<file path="src/rtl/iec_bus_hub.sv">
// IEC serial-bus hub: open-collector wired-AND of host and drive pulls with ATN auto-ack,
// synchronised/glitch-filtered line levels for the drives, and the drive phi2 enable generator.
module iec_bus_hub #(
  parameter int NDEV        = 2,
  parameter int SYNC_STAGES = 3,
  parameter int FILT_LEN    = 4,
  parameter int DIV         = 32
) (
  input  logic            clk32,
  input  logic            reset_n,
  input  logic            host_atn_pull,
  input  logic            host_clk_pull,
  input  logic            host_data_pull,
  input  logic [NDEV-1:0] dev_en,
  input  logic [NDEV-1:0] dev_clk_pull,
  input  logic [NDEV-1:0] dev_data_pull,
  input  logic [NDEV-1:0] dev_atna,
  input  logic            turbo,
  output logic            bus_atn,
  output logic            bus_clk,
  output logic            bus_data,
  output logic            s_atn,
  output logic            s_clk,
  output logic            s_data,
  output logic            ph2_rise,
  output logic            ph2_fall
);

  // A drive holds DATA low while its ATNA bit disagrees with the current ATN state.
  logic [NDEV-1:0] atn_ack;

  assign bus_atn  = ~host_atn_pull;
  assign atn_ack  = dev_en & (dev_atna ^ {NDEV{~bus_atn}});
  assign bus_clk  = ~(host_clk_pull  | (|(dev_en & dev_clk_pull)));
  assign bus_data = ~(host_data_pull | (|(dev_en & (dev_data_pull | atn_ack))));

  // Line vector order: {data, clk, atn}.
  logic [2:0] bus_lvl;
  logic [2:0] sync_q [SYNC_STAGES];
  logic [2:0] synced;
  logic [2:0] filt_lvl;

  assign bus_lvl = {bus_data, bus_clk, bus_atn};

  // NOTE: every synchroniser stage is reset to "released" so the drives never see a
  // spurious low on the first cycles after reset; these are flops, not a RAM.
  always_ff @(posedge clk32 or negedge reset_n) begin
    if (!reset_n) begin
      for (int i = 0; i < SYNC_STAGES; i++) sync_q[i] <= '1;
    end else begin
      sync_q[0] <= bus_lvl;
      for (int i = 1; i < SYNC_STAGES; i++) sync_q[i] <= sync_q[i-1];
    end
  end

  assign synced = sync_q[SYNC_STAGES-1];

  generate
    if (FILT_LEN == 0) begin : g_bypass
      assign filt_lvl = synced;
    end else begin : g_filt
      localparam int              CW       = (FILT_LEN > 1) ? $clog2(FILT_LEN) : 1;
      localparam logic [CW-1:0]   CNT_LAST = CW'(FILT_LEN - 1);

      logic [CW-1:0] cnt_q [3];
      logic [2:0]    out_q;

      // A line must disagree with the filtered level for FILT_LEN consecutive edges to flip it.
      always_ff @(posedge clk32 or negedge reset_n) begin
        if (!reset_n) begin
          out_q <= '1;
          for (int l = 0; l < 3; l++) cnt_q[l] <= '0;
        end else begin
          for (int l = 0; l < 3; l++) begin
            if (synced[l] == out_q[l]) begin
              cnt_q[l] <= '0;
            end else if (cnt_q[l] == CNT_LAST) begin
              out_q[l] <= synced[l];
              cnt_q[l] <= '0;
            end else begin
              cnt_q[l] <= cnt_q[l] + 1'b1;
            end
          end
        end
      end

      assign filt_lvl = out_q;
    end
  endgenerate

  assign {s_data, s_clk, s_atn} = filt_lvl;

  localparam int              CNTW    = $clog2(DIV);
  localparam logic [CNTW-1:0] LAST_1X = CNTW'(DIV - 1);
  localparam logic [CNTW-1:0] LAST_2X = CNTW'(DIV / 2 - 1);
  localparam logic [CNTW-1:0] MID_1X  = CNTW'(DIV / 2 - 1);
  localparam logic [CNTW-1:0] MID_2X  = CNTW'(DIV / 4 - 1);

  logic [CNTW-1:0] cnt_q;
  logic [CNTW-1:0] cnt_last;
  logic [CNTW-1:0] cnt_mid;
  logic            turbo_q;

  // The rate only changes on the wrap edge, so a period is never cut short or stretched.
  assign cnt_last = turbo_q ? LAST_2X : LAST_1X;
  assign cnt_mid  = turbo_q ? MID_2X  : MID_1X;

  // NOTE: state registers use non-blocking assignments so every flop samples pre-edge values.
  always_ff @(posedge clk32 or negedge reset_n) begin
    if (!reset_n) begin
      cnt_q    <= '0;
      turbo_q  <= 1'b0;
      ph2_rise <= 1'b0;
      ph2_fall <= 1'b0;
    end else begin
      ph2_rise <= (cnt_q == cnt_last);
      ph2_fall <= (cnt_q == cnt_mid);
      if (cnt_q == cnt_last) begin
        cnt_q   <= '0;
        turbo_q <= turbo;
      end else begin
        cnt_q <= cnt_q + 1'b1;
      end
    end
  end

endmodule

</file>
<file path="config.mk">
export PLATFORM = sky130hd
export DESIGN_NAME = iec_bus_hub
export DESIGN_NICKNAME = d
export VERILOG_FILES = /design/src/rtl/iec_bus_hub.sv
export SDC_FILE = /design/constraint.sdc
export NUM_CORES = 1
export LEC_CHECK = 0
export BUFFER_PORTS_ARGS = -buffer_cell sky130_fd_sc_hd__buf_2
export CAP_MARGIN = 10
export CORE_MARGIN = 4
export CORE_UTILIZATION = 54
export CTS_BUF_LIST = sky130_fd_sc_hd__clkbuf_16
export CTS_CLUSTER_SIZE = 20
export DETAILED_ROUTE_END_ITERATION = 8
export HOLD_SLACK_MARGIN = 0.03
export PLACE_DENSITY_LB_ADDON = 0.15
export SETUP_SLACK_MARGIN = 0.1
export SLEW_MARGIN = 25
export SYNTH_ARGS = -nofsm -noshare
export SYNTH_HDL_FRONTEND = slang
export SYNTH_SLANG_ARGS = --single-unit
export TNS_END_PERCENT = 1
</file>
<file path="constraint.sdc">
create_clock -name clk32 -period 2.17 [get_ports clk32]
set_clock_uncertainty 0.15 [all_clocks]
set_input_delay 0.1085 -clock clk32 [delete_from_list [all_inputs] [get_ports clk32]]
set_output_delay 0.1085 -clock clk32 [all_outputs]
set_load 0.01 [all_outputs]
</file>
Word-level counts from Yosys, hierarchy flattened
Index checks and enable logic that the tools add are counted.
{"block": "word_totals", "register_bits": 26, "in_bits": 14}
{"block": "classes", "n_reduce_logical": 5, "mux": 9, "eq_ne": 8, "addsub": 4, "bitwise_logic": 13}
{"op": "$mux 2", "count": 6}
{"op": "$mux 5", "count": 2}
{"op": "$add 2x1->2 const B", "count": 3}
{"op": "$and 2x2->2", "count": 3}
{"op": "$eq 2x2->1 const B", "count": 3}
{"op": "$not 1->1", "count": 6}
{"op": "$reduce_and 2->1", "count": 3}
{"op": "$add 5x1->5 const B", "count": 1}
{"op": "$eq 5x4->1", "count": 1}
{"op": "$eq 5x5->1", "count": 1}
{"op": "$mux 4", "count": 1}
{"op": "$reduce_or 2->1", "count": 2}
{"op": "$eq 1x1->1", "count": 3}
{"op": "$or 1x1->1", "count": 2}
{"op": "$or 2x2->2", "count": 1}
{"op": "$xor 2x2->2", "count": 1}

Logic depth before layout (Yosys ltp)
Gate-level depths: netlist of run 1.
{"block": "logic_depth", "word_depth": 7, "mapped_depth": 4}

Least setup slack after synthesis of run 1
No wires, ideal clock.
{"block": "synth_timing", "path_kind": "flip-flop to flip-flop", "start": "register cnt_q[0]", "end": "register turbo_q", "n_path_buf": 0, "arrival_time_ps": 1160, "stages_incl_launch_ff": 5, "slack_ps": 732, "path_cell_list": "dfrtp_1 -> ha_1 -> nand3_1 -> nor2_2 -> mux2_1"}
{"block": "synth_between", "elab_chain_cells": 1}
{"item": "from (decl)", "line": "99", "rtl": "logic [CNTW-1:0] cnt_q;"}
{"item": "from (signal assigned)", "line": "122", "rtl": "cnt_q <= cnt_q + 1'b1;"}
{"item": "$eq 5x5->1", "line": "118", "rtl": "if (cnt_q == cnt_last) begin"}
{"item": "to (signal assigned)", "line": "120", "rtl": "turbo_q <= turbo;"}
{"item": "to (decl)", "line": "102", "rtl": "logic turbo_q;"}
Every way passes these cells.
A chain may end at the register's enable or synchronous reset.

Final worst setup path of run 1
{"block": "layout_timing", "start": "input host_atn_pull", "end": "register sync_q[8] in the netlist's numbering"}
{"block": "layout_between", "elab_chain_cells": 7}
{"item": "from (decl)", "line": "11", "rtl": "input logic host_atn_pull,"}
{"item": "$xor 2x2->2", "line": "33", "rtl": "assign atn_ack = dev_en & (dev_atna ^ {NDEV{~bus_atn}});"}
{"item": "$and 2x2->2", "line": "33"}
{"item": "$or 2x2->2", "line": "35", "rtl": "assign bus_data = ~(host_data_pull | (|(dev_en & (dev_data_pull | atn_ack))));"}
{"item": "$and 2x2->2", "line": "35"}
{"item": "$reduce_or 2->1", "line": "35"}
{"item": "$or 1x1->1", "line": "35"}
{"item": "$not 1->1", "line": "35"}
{"item": "to (decl)", "line": "39", "rtl": "logic [2:0] sync_q [SYNC_STAGES];"}
Every way passes these cells.

==> impl.org, run 1 <==
** Clocking
- CTS resizes :: 0
- In this run, CTS created clock tree buffers numbering 3.
- TritonCTS built the clock tree.
- The later pin in the worst-skew pair is clocked with a latency of 0.25 ns.
- Clock-pin slew was measured on the worst setup and hold paths at 0.06 ns.
- Clock tree buffer depth :: 2
- Post-cts hold buffer count :: 7
- Clock sink total :: 26
- Clock root cell :: clkbuf_16
- CTS built an H-tree with a depth of 1.
- Post-CTS Setup Bufs :: 0

** STA
- Setup repair after global routing left no endpoint under its margin.
- Post-layout min period :: between 1.5 and 2 ns
- Based on the critical path, the design can be clocked at up to approximately 0.56 GHz.
- Fin Setup TNS :: 0 ns
- Final number of setup-violating endpoints :: 0
- The count of final max-slew check failures is 0.
- Max transition margin :: between 60 and 70%
- Final Hold Viols :: 0
- Final period utilization :: 81.8%
- Tightest Pin Transition :: ~0.53 ns

** Synth
- In the synthesized netlist, mux cells make up approximately 4.7% of the area.
- The synthesized netlist devotes ~8% of its cell area to XOR and XNOR gates.
- Synthesized Nets :: just over 80
- Adder-cell share of the synthesized area :: ~5.2%
- Summing the areas of all and, or, nand and nor instances in the mapped netlist gives a little under a tenth of the synthesized area.
- In this run the cell area of the synthesized design comes to ~960 um2.
- Area share of the largest cell type after synthesis :: 36.6%
- For this run, the register share of the synthesized area comes to around 70%.
- Register bit count reported by yosys :: 26
- Gate count after technology mapping :: 64
- Number of warnings reported in the yosys synthesis log :: 0
- The largest total area in the synthesized netlist belongs to dfrtp_1.
- By area, the combinational part of the netlist is dominated by simple AND/OR/NAND/NOR gates.
- Area contributors post-synth :: dfrtp_1 (37%), dfstp_2 (33%), ha_1 (5.2%), xnor2_1 (4.6%), xor2_1 (3.7%)
- The synthesized netlist devotes 2.75% of its cell area to compound gates.
- After synthesis, the mean cell area works out to roughly 15 um2.
- Yosys cell types :: 19

** Critical path
- Worst Setup Path Type :: input pin to flop
- CP Launch Type :: input pin
- Data on the critical path is required at its endpoint by around 2.2 ns.
- STA classifies the critical path endpoint as a flop.
- Combined buffer and inverter count along the critical path :: 3
- Slowest cell delay on critical path :: ~0.54 ns
- Worst Path Max Fanout :: 3
- Among cell families on the critical path, the largest total delay comes from buffers and inverters.
- Critical Path Most Common Cell :: dlygate4sd3_1
- FF-to-FF Start :: cnt_q[0]$_DFF_PN0_
- In this run the worst setup path begins at host_atn_pull.
- The slowest stage of the critical path belongs to the cell dlygate4sd3_1.
- Critical path data arrival time :: 1.82 ns
- Walking the worst path, the cells encountered are dlygate4sd3_1 -> buf_2 -> xor2_1 -> o21ai_0 -> and3b_1 -> dlygate4sd3_1.

** Die
- Once the floorplan was initialized, standard cells occupied approximately 60% of the core.
- In this run the standard cell core region covers 1590 um2.
- During I/O placement, the number of pins put on the boundary was 22.
- # rows :: 14
- Die Wd :: approximately 50 um
- Measured along the y axis, the die boundary spans 50.1 um.
- The die covers between 2000 and 3000 um2.

** Global route
- The number of global-route vias before repair is 635.
- The first global-routing pass estimated around 2.6 mm of wire.
- After global routing the overflow that remains totals 0.
- Entering global routing, the biggest net connects 27 pins.
- Total Routing Usage GR :: 13.7%
- Initial antenna violation count :: 0

** Drt
- Routed vias :: 575
- Dividing the detail-routed via count by the number of cells gives between 4 and 5.
- For this block, the initial DRC count from the detailed router was 3.
- DRT Wirelength :: between 1 and 1.5 mm
- In the final routed layout, each cell accounts on average for 12.0 um.
- Pre-Repair DR Iteration Count :: 3
- Number of nets with antenna violations after routing :: 0
- Number of design rule violations left after detail routing :: 0

** Power
- Total leakage power :: a little under 0.6 nW
- Switching portion of total power :: approximately 22%
- The analysis attributes to net switching a power of around 0.00026 W.
- Pwr per Cell Area :: just under 1000 nW/um2
- The design draws approximately 0.0012 W.
- Clock power frac :: approximately 33%
- Registers are responsible for 52.2% of the overall power.
- Worst-case vdd ir drop :: 0.556 mV
- Per report_power, the combinational group accounts for between 10% and 20% of the total.
- Internal portion of total power :: 0.000932 W

** Job
- Max-capacitance violation count :: 0

** Cells and area
- Count of inserted antenna diode cells :: 0
- Filler instances :: 96
- After routing the design area is approximately 1200 um2.
- From synthesis to final layout, the design area changed by 29.7%.
- The net count of the finished layout is roughly 120.
- The count of cells in the finished layout, fillers not included, comes to 120.
- Of the cells placed in the final design, the portion with a size suffix greater than 1 is 41.7%.
- Leaving out fill and tap cells, the most frequent cell in the layout is buf_2.
- Commonest non-fill, non-tap cells in the layout :: buf_2 (21), dfrtp_1 (14), dfstp_2 (12)

** Placement
- Cells after DPL :: about 110
- Buffers added on ports :: 21
- Once placement finished, the instance area stood at ~1100 um2.
- At the end of routability-driven placement, the weighted congestion stood at 0.692.
- HPWL reported at the end of detailed placement :: ~960 um

** Hold path
- Class of the most critical hold timing path :: flop to flop
- Start point of the worst hold path :: sync_q[6]$_DFF_PN1_

** Run status
- The flow ran to the end, and the final reports show no timing, DRC or antenna violations.
cell type report:
class / instances / area [um2] / area share, %
inverters: 1 / 3.75 / 0.302
flip-flops and latches: 26 / 666 / 53.6
clock inverters: 1 / 3.75 / 0.302
repair buffers: 28 / 175 / 14.1
clock buffers: 3 / 75.1 / 6.05
well taps: 24 / 30.0 / 2.42
multi-input cells: 37 / 288 / 23.2
worst register-to-register path, stage by stage (launching register included):
cell,delay [ns]
dfrtp_1,0.37
ha_1,0.22
nand3_1,0.13
nor2_2,0.25
mux2_1,0.34
per-stage QoR:
stage | utilization, % | setup slack (ns) | hold slack (ns)
3_5_place_dp | 68.5 | 0.620 | -0.0317
5_1_grt | 77.9 | 0.319 | 0.208
3_3_place_gp | 68.5 | 0.668 | -0.0377
6_report | 77.9 | 0.395 | 0.202
4_1_cts | 77.9 | 0.420 | 0.203
2_1_floorplan | - | 0.732 | -0.337
power by group through the flow:
stage,Clock (W),Combinational [W],Sequential [W]
after floorplan,0,0.000105,0.000634
after global placement,0,0.000169,0.000628
after detailed placement,0,0.000175,0.000634
after CTS,0.000404,0.000187,0.000626
after global routing,0.000426,0.000212,0.000634
final,0.000388,0.000183,0.000625
registers in the layout, indices dropped and copies added, names as in the netlist:
register / flops
cnt_q: 5
turbo_q: 1
sync_q: 6
g_filt.cnt_q: 6
filt_lvl: 3
synced: 3
ph2_rise: 1
ph2_fall: 1
cell families after synthesis:
kind of cell / after synthesis
multiplexers: 4
AND/OR/NAND/NOR: 16
buffers and inverters: 1
adder cells (fa/ha/maj): 4
XOR/XNOR: 9
flip-flops: 26
AO/OA/AOI/OAI: 4
Yosys cell counts:
master	count
dfrtp_1	14
dfstp_2	12
nor3_1	5
xnor2_1	5
ha_1	4
xor2_1	4
mux2_2	3
nor2b_1	3
nand3_1	2
nor2_1	2
o21ai_0	2
a21o_1	1
a221oi_1	1
and2b_1	1
and3b_1	1
inv_1	1
mux2_1	1
nand2_1	1
nor2_2	1
worst paths after layout:
kind	endpoint	slack, ns	cells past startpoint
max in group asynchronous	filt_lvl[2]$_DFFE_PN1P_	1.28	2
hold reg to reg	sync_q[3]$_DFF_PN1_	0.20	0
min in group asynchronous	g_filt.cnt_q[0]$_DFF_PN0_	0.22	2
setup / recovery	sync_q[8]$_DFF_PN1_	0.40	6
hold / removal	sync_q[3]$_DFF_PN1_	0.20	0
setup reg to reg	turbo_q$_DFFE_PN0P_	0.59	4
layer usage:
layer  GRT usage [%]  up-vias  wire length (um)  share of wire [%]
met3            3.01        2                87                6.0
met2            23.7       18               727                 51
met4            6.91        0                10               0.69
li1                -      280                 -                  -
met1            15.7      275               613                 43
met5               0        -                 0                  0
Note: power is estimated with default switching activity, not from simulation.
==> run 2, diff against run 1 <==
Settings changed: ABC_AREA set to 1, CORE_UTILIZATION 54 to 51.
Clock period 2.17 ns to 1.8 ns, I/O delays scaled along.
==> run 2 against run 1 <==
Net effect: non-clock buffer count did not move; utilization fell by 5.6 points; routed wire length rose by 1.9%; sequential power rose by 21%; clock power rose by 18%; cell count rose by 18%; die area rose by 9.9%; synthesized area rose by 5.6%; largest cell class unchanged.
==> impl.org, run 2 <==
** Critical path
- The count of buffer and inverter cells on the critical path is 3 (unchanged).
- The signal on the critical path passes through dlygate4sd3_1 -> buf_2 -> a21boi_0 -> dlygate4sd3_1.
- The arrival time of data at the critical path endpoint is 1.56 ns (-0.26 ns).
- CP Launch Type :: input pin
- Slowest cell delay on critical path :: 0.59 ns (+0.05 ns)
- The most numerous cell type found on the critical path is dlygate4sd3_1.
- Required time at the worst-slack endpoint :: 1.84 ns (-0.37 ns)
- The critical path is of the input pin to flop type.
- Worst Path Max Fanout :: 2 (-1)
- Worst-path cell with the longest stage delay :: dlygate4sd3_1
- The kind of cell with the highest combined delay along the critical path is buffers and inverters.
- STA classifies the critical path endpoint as a flop.

** Cells and area
- The share of the core filled with cells in the final layout came to 72.2% (-5.6 points).
- Nets :: 135 (+17%)
- Summed area of non-filler cells in the final layout :: 1300 um2 (+4.8%)
- Compared with the post-synthesis result, the final layout area differs by 28.7%.
- Leaving out fill and tap cells, the most frequent cells in the layout are buf_2 (21), dfrtp_1 (14), dfstp_2 (12).
- Most common cell after layout, fill and taps aside :: buf_2
- The total inserted antenna cells was 0 (unchanged).
- Largest registers in the final layout :: g_filt.cnt_q x6, sync_q x6, cnt_q x5
- The share of layout cells above drive strength 1 was 38.8% (-2.9 points).

** Power
- The power density of the placed cells was 1130 nW/um2 (+17%).
- The post-layout total power was 0.00147 W (+23%).
- The worst ir drop on vdd is 0.770 mV (+39%).
- Total leakage power :: 0.677 nW (+13%)

** Drt
- Routed WL per cell :: 10.4 um (-13%)
- Routed vias :: 659 (+15%)
- Number of design rule violations left after detail routing :: 0 (unchanged)
- Number of nets with antenna violations after routing :: 0 (unchanged)
- The average via count per standard cell was 4.67 (-2.5%).
- First-iteration detailed-routing DRC count :: 2 (-1)
- Pre-Repair DR Iteration Count :: 3 (unchanged)
- DRT Wirelength :: 1.47 mm (+1.9%)

** Synth
- Library cell with the largest summed area after synthesis :: dfrtp_1
- Yosys cell types :: 19 (unchanged)
- The area share of the largest cell type after synthesis is 34.7% (-1.9 points).
- Primary FF master, synth :: dfrtp_1
- By area the synthesized netlist is led by dfrtp_1 (35%), dfstp_2 (31%), ha_1 (5.0%), inv_1 (4.1%), nand2_1 (3.7%).
- Share of flip-flops with an asynchronous set or reset after synthesis :: 100% (unchanged)
- The number of synthesized flops with an enable pin came to 0 (unchanged).
- The synthesized area per cell is 12.0 um2 (-20%).
- Synthesized Nets :: 102 (+24%)
- The synthesized flop and latch total came to 26 (unchanged).
- The number of warnings issued by yosys was 0 (unchanged).
- The cell area after synthesis came to 1010 um2 (+5.6%).
- Commonest cells in the netlist :: dfrtp_1 (14), dfstp_2 (12), inv_1 (11)
- Most frequent cell after synthesis :: dfrtp_1
- Share of synthesized area occupied by flip-flops and latches :: 65.8% (-3.7 points)
- Gate count after technology mapping :: 84 (+31%)

** Run status
- The flow ran to the end, and the final reports show no timing, DRC or antenna violations.

** Global route
- Met1 Track Usage GR :: 14.6% (-1.1 points)
- The global routing stage identified its most utilized layer as met2.
- The met2 track utilization from global routing was 22.1% (-1.6 points).
- Largest net degree at the start of global routing :: 27 (unchanged)
- Initial antenna violation count :: 0 (unchanged)
- The number of global-route vias before repair is 650 (+2.4%).
- The total routing resource utilization after global routing came to 12.5% (-1.2 points).
- Fraction of met3 tracks used by global routing :: 2.28% (-0.73 points)
- First-pass GRT wire length :: 2.55 mm (-2.6%)
- Congestion Overflow GR :: 0 (unchanged)

** STA
- Static timing analysis puts the maximum clock frequency at approximately 0.66 GHz.
- Dividing the final minimum period by the clock period gives about 85%.
- The count of final max-slew check failures came to 0 (unchanged).
- Fin Setup TNS :: 0 ns (unchanged)
- The setup violation total in the final timing report was 0 (unchanged).
- RSZ-0062 raised after global routing :: no
- Post-layout min period :: between 1.5 and 2 ns
- The count of endpoints failing hold in the final timing report came to 0 (unchanged).
- The transition time at the pin with the least slew margin came to 0.528 ns (-0.00534 ns).
- The headroom to the max-slew limit was 64.8% (+0.36 points).

** Die
- Number of top-level pins :: 22 (unchanged)
- The horizontal extent of the die is 52.5 um (+4.8%).
- Chip height :: 52.5 um (+4.8%)
- Die ar. :: 2760 um2 (+9.9%)
- Effective utilization at floorplan :: 56.1% (-3.9 points)
- The placeable core region came to 1800 um2 (+13%).
- # rows :: 15 (+1)

** Clocking
- Total number of H-tree levels :: 1 (unchanged)
- The buffer depth of the longest clock path was 2 (unchanged).
- TritonCTS built the clock tree.
- Insertion delay of the later-clocked pin in the worst-skew pair :: 0.25 ns (about the same)
- The number of buffers created by CTS is 3 (unchanged).
- The clock transition at the register clock pins on the worst setup and hold paths after CTS was 0.06 ns (about the same).
- The total setup buffers inserted after CTS is 0 (unchanged).
- The clock sink total was 26 (unchanged).
- CTS placed an instance of clkbuf_16 at the clock tree root.

** Placement
- Placed Area :: 1150 um2 (+5.0%)
- Final weighted congestion in routability-driven placement :: 0.737 (+6.4%)
- Buffers added on ports :: 21 (unchanged)
- HPWL reported at the end of detailed placement :: 1.08 mm (+12%)

** Hold path
- Class of the most critical hold timing path :: input pin to flop

** Job
- The number of max-cap violations was 0 (unchanged).
[run 2: cell types whose count changed in the layout (fill, tap and decap cells not counted), sizes merged, moves of 2 or more]
cell,delta
xor2,-2
nor3,-2
nor2,+6
nand3,+2
inv,+11
nor2b,-3
a21oi,+3
nand2,+10
[run 2: stage by stage]
step	hold WS (ns)	instances	worst slack, ns
2_1_floorplan	-0.356	84	0.635
3_3_place_gp	-0.0548	130	0.586
3_5_place_dp	-0.0447	130	0.538
4_1_cts	0.206	141	0.160
5_1_grt	0.183	141	0.174
6_report	0.165	141	0.273
[run 2: cell families after synthesis]
group	synth area share, %
AND/OR/NAND/NOR	13.1
multiplexers	3.34
flip-flops	65.8
AO/OA/AOI/OAI	3.09
adder cells (fa/ha/maj)	4.95
buffers and inverters	4.46
XOR/XNOR	5.20
[run 2: where the power goes]
| group | switching (W) | internal (W) | total (W) | leakage (nW) |
|---|---|---|---|---|
| Clock | 0.000163 | 0.000296 | 0.000459 | 0.0385 |
| Sequential | 0.0000518 | 0.000705 | 0.000757 | 0.309 |
| Combinational | 0.000122 | 0.000130 | 0.000253 | 0.329 |
| Total | 0.000337 | 0.00113 | 0.00147 | 0.677 |
[run 2: final timing paths]
kind | end | slack [ns] | cells past startpoint | start
worst max-delay path | sync_q[7]$_DFF_PN1_ | 0.27 | 4 | dev_clk_pull[0]
worst max register to register | turbo_q$_DFFE_PN0P_ | 0.54 | 5 | cnt_q[0]$_DFF_PN0_
worst min-delay path | sync_q[8]$_DFF_PN1_ | 0.17 | 5 | dev_en[0]
max in group asynchronous | sync_q[6]$_DFF_PN1_ | 0.94 | 2 | reset_n
min in group asynchronous | g_filt.cnt_q[2]$_DFF_PN0_ | 0.20 | 2 | reset_n
worst min register to register | sync_q[5]$_DFF_PN1_ | 0.21 | 0 | sync_q[8]$_DFF_PN1_
[run 2: timing repair]
| action | 4_1_cts | 5_1_grt |
|---|---|---|
| hold buffers | 7 | 0 |
| resized for setup | 0 | 2 |
| endpoints found under the hold margin | 18 | 0 |
| endpoints found under the setup margin | 0 | 1 |
[run 2: layer usage]
| layer | share of wire [%] | vias up | routed length [um] |
|---|---|---|---|
| li1 | - | 325 | - |
| met1 | 42 | 312 | 623 |
| met2 | 51 | 20 | 746 |
| met3 | 5.7 | 2 | 83 |
| met4 | 0.89 | 0 | 13 |
| met5 | 0 | - | 0 |
[run 2: layout make-up]
cell class                 count  area, um2
sequential                    26        666
fill                         138        500
multi-input combinational     46        303
timing repair buffer          28        178
clock buffer                   3       75.1
inverter                      12       45.0
tap                           25       31.3
clock inverter                 1       3.75
[run 2: tightest hold or removal path: cells and delay by family]
family / cells / cell delay [ns]
buffers and inverters: 3 / 0.38
AND/OR/NAND/NOR: 2 / 0.08
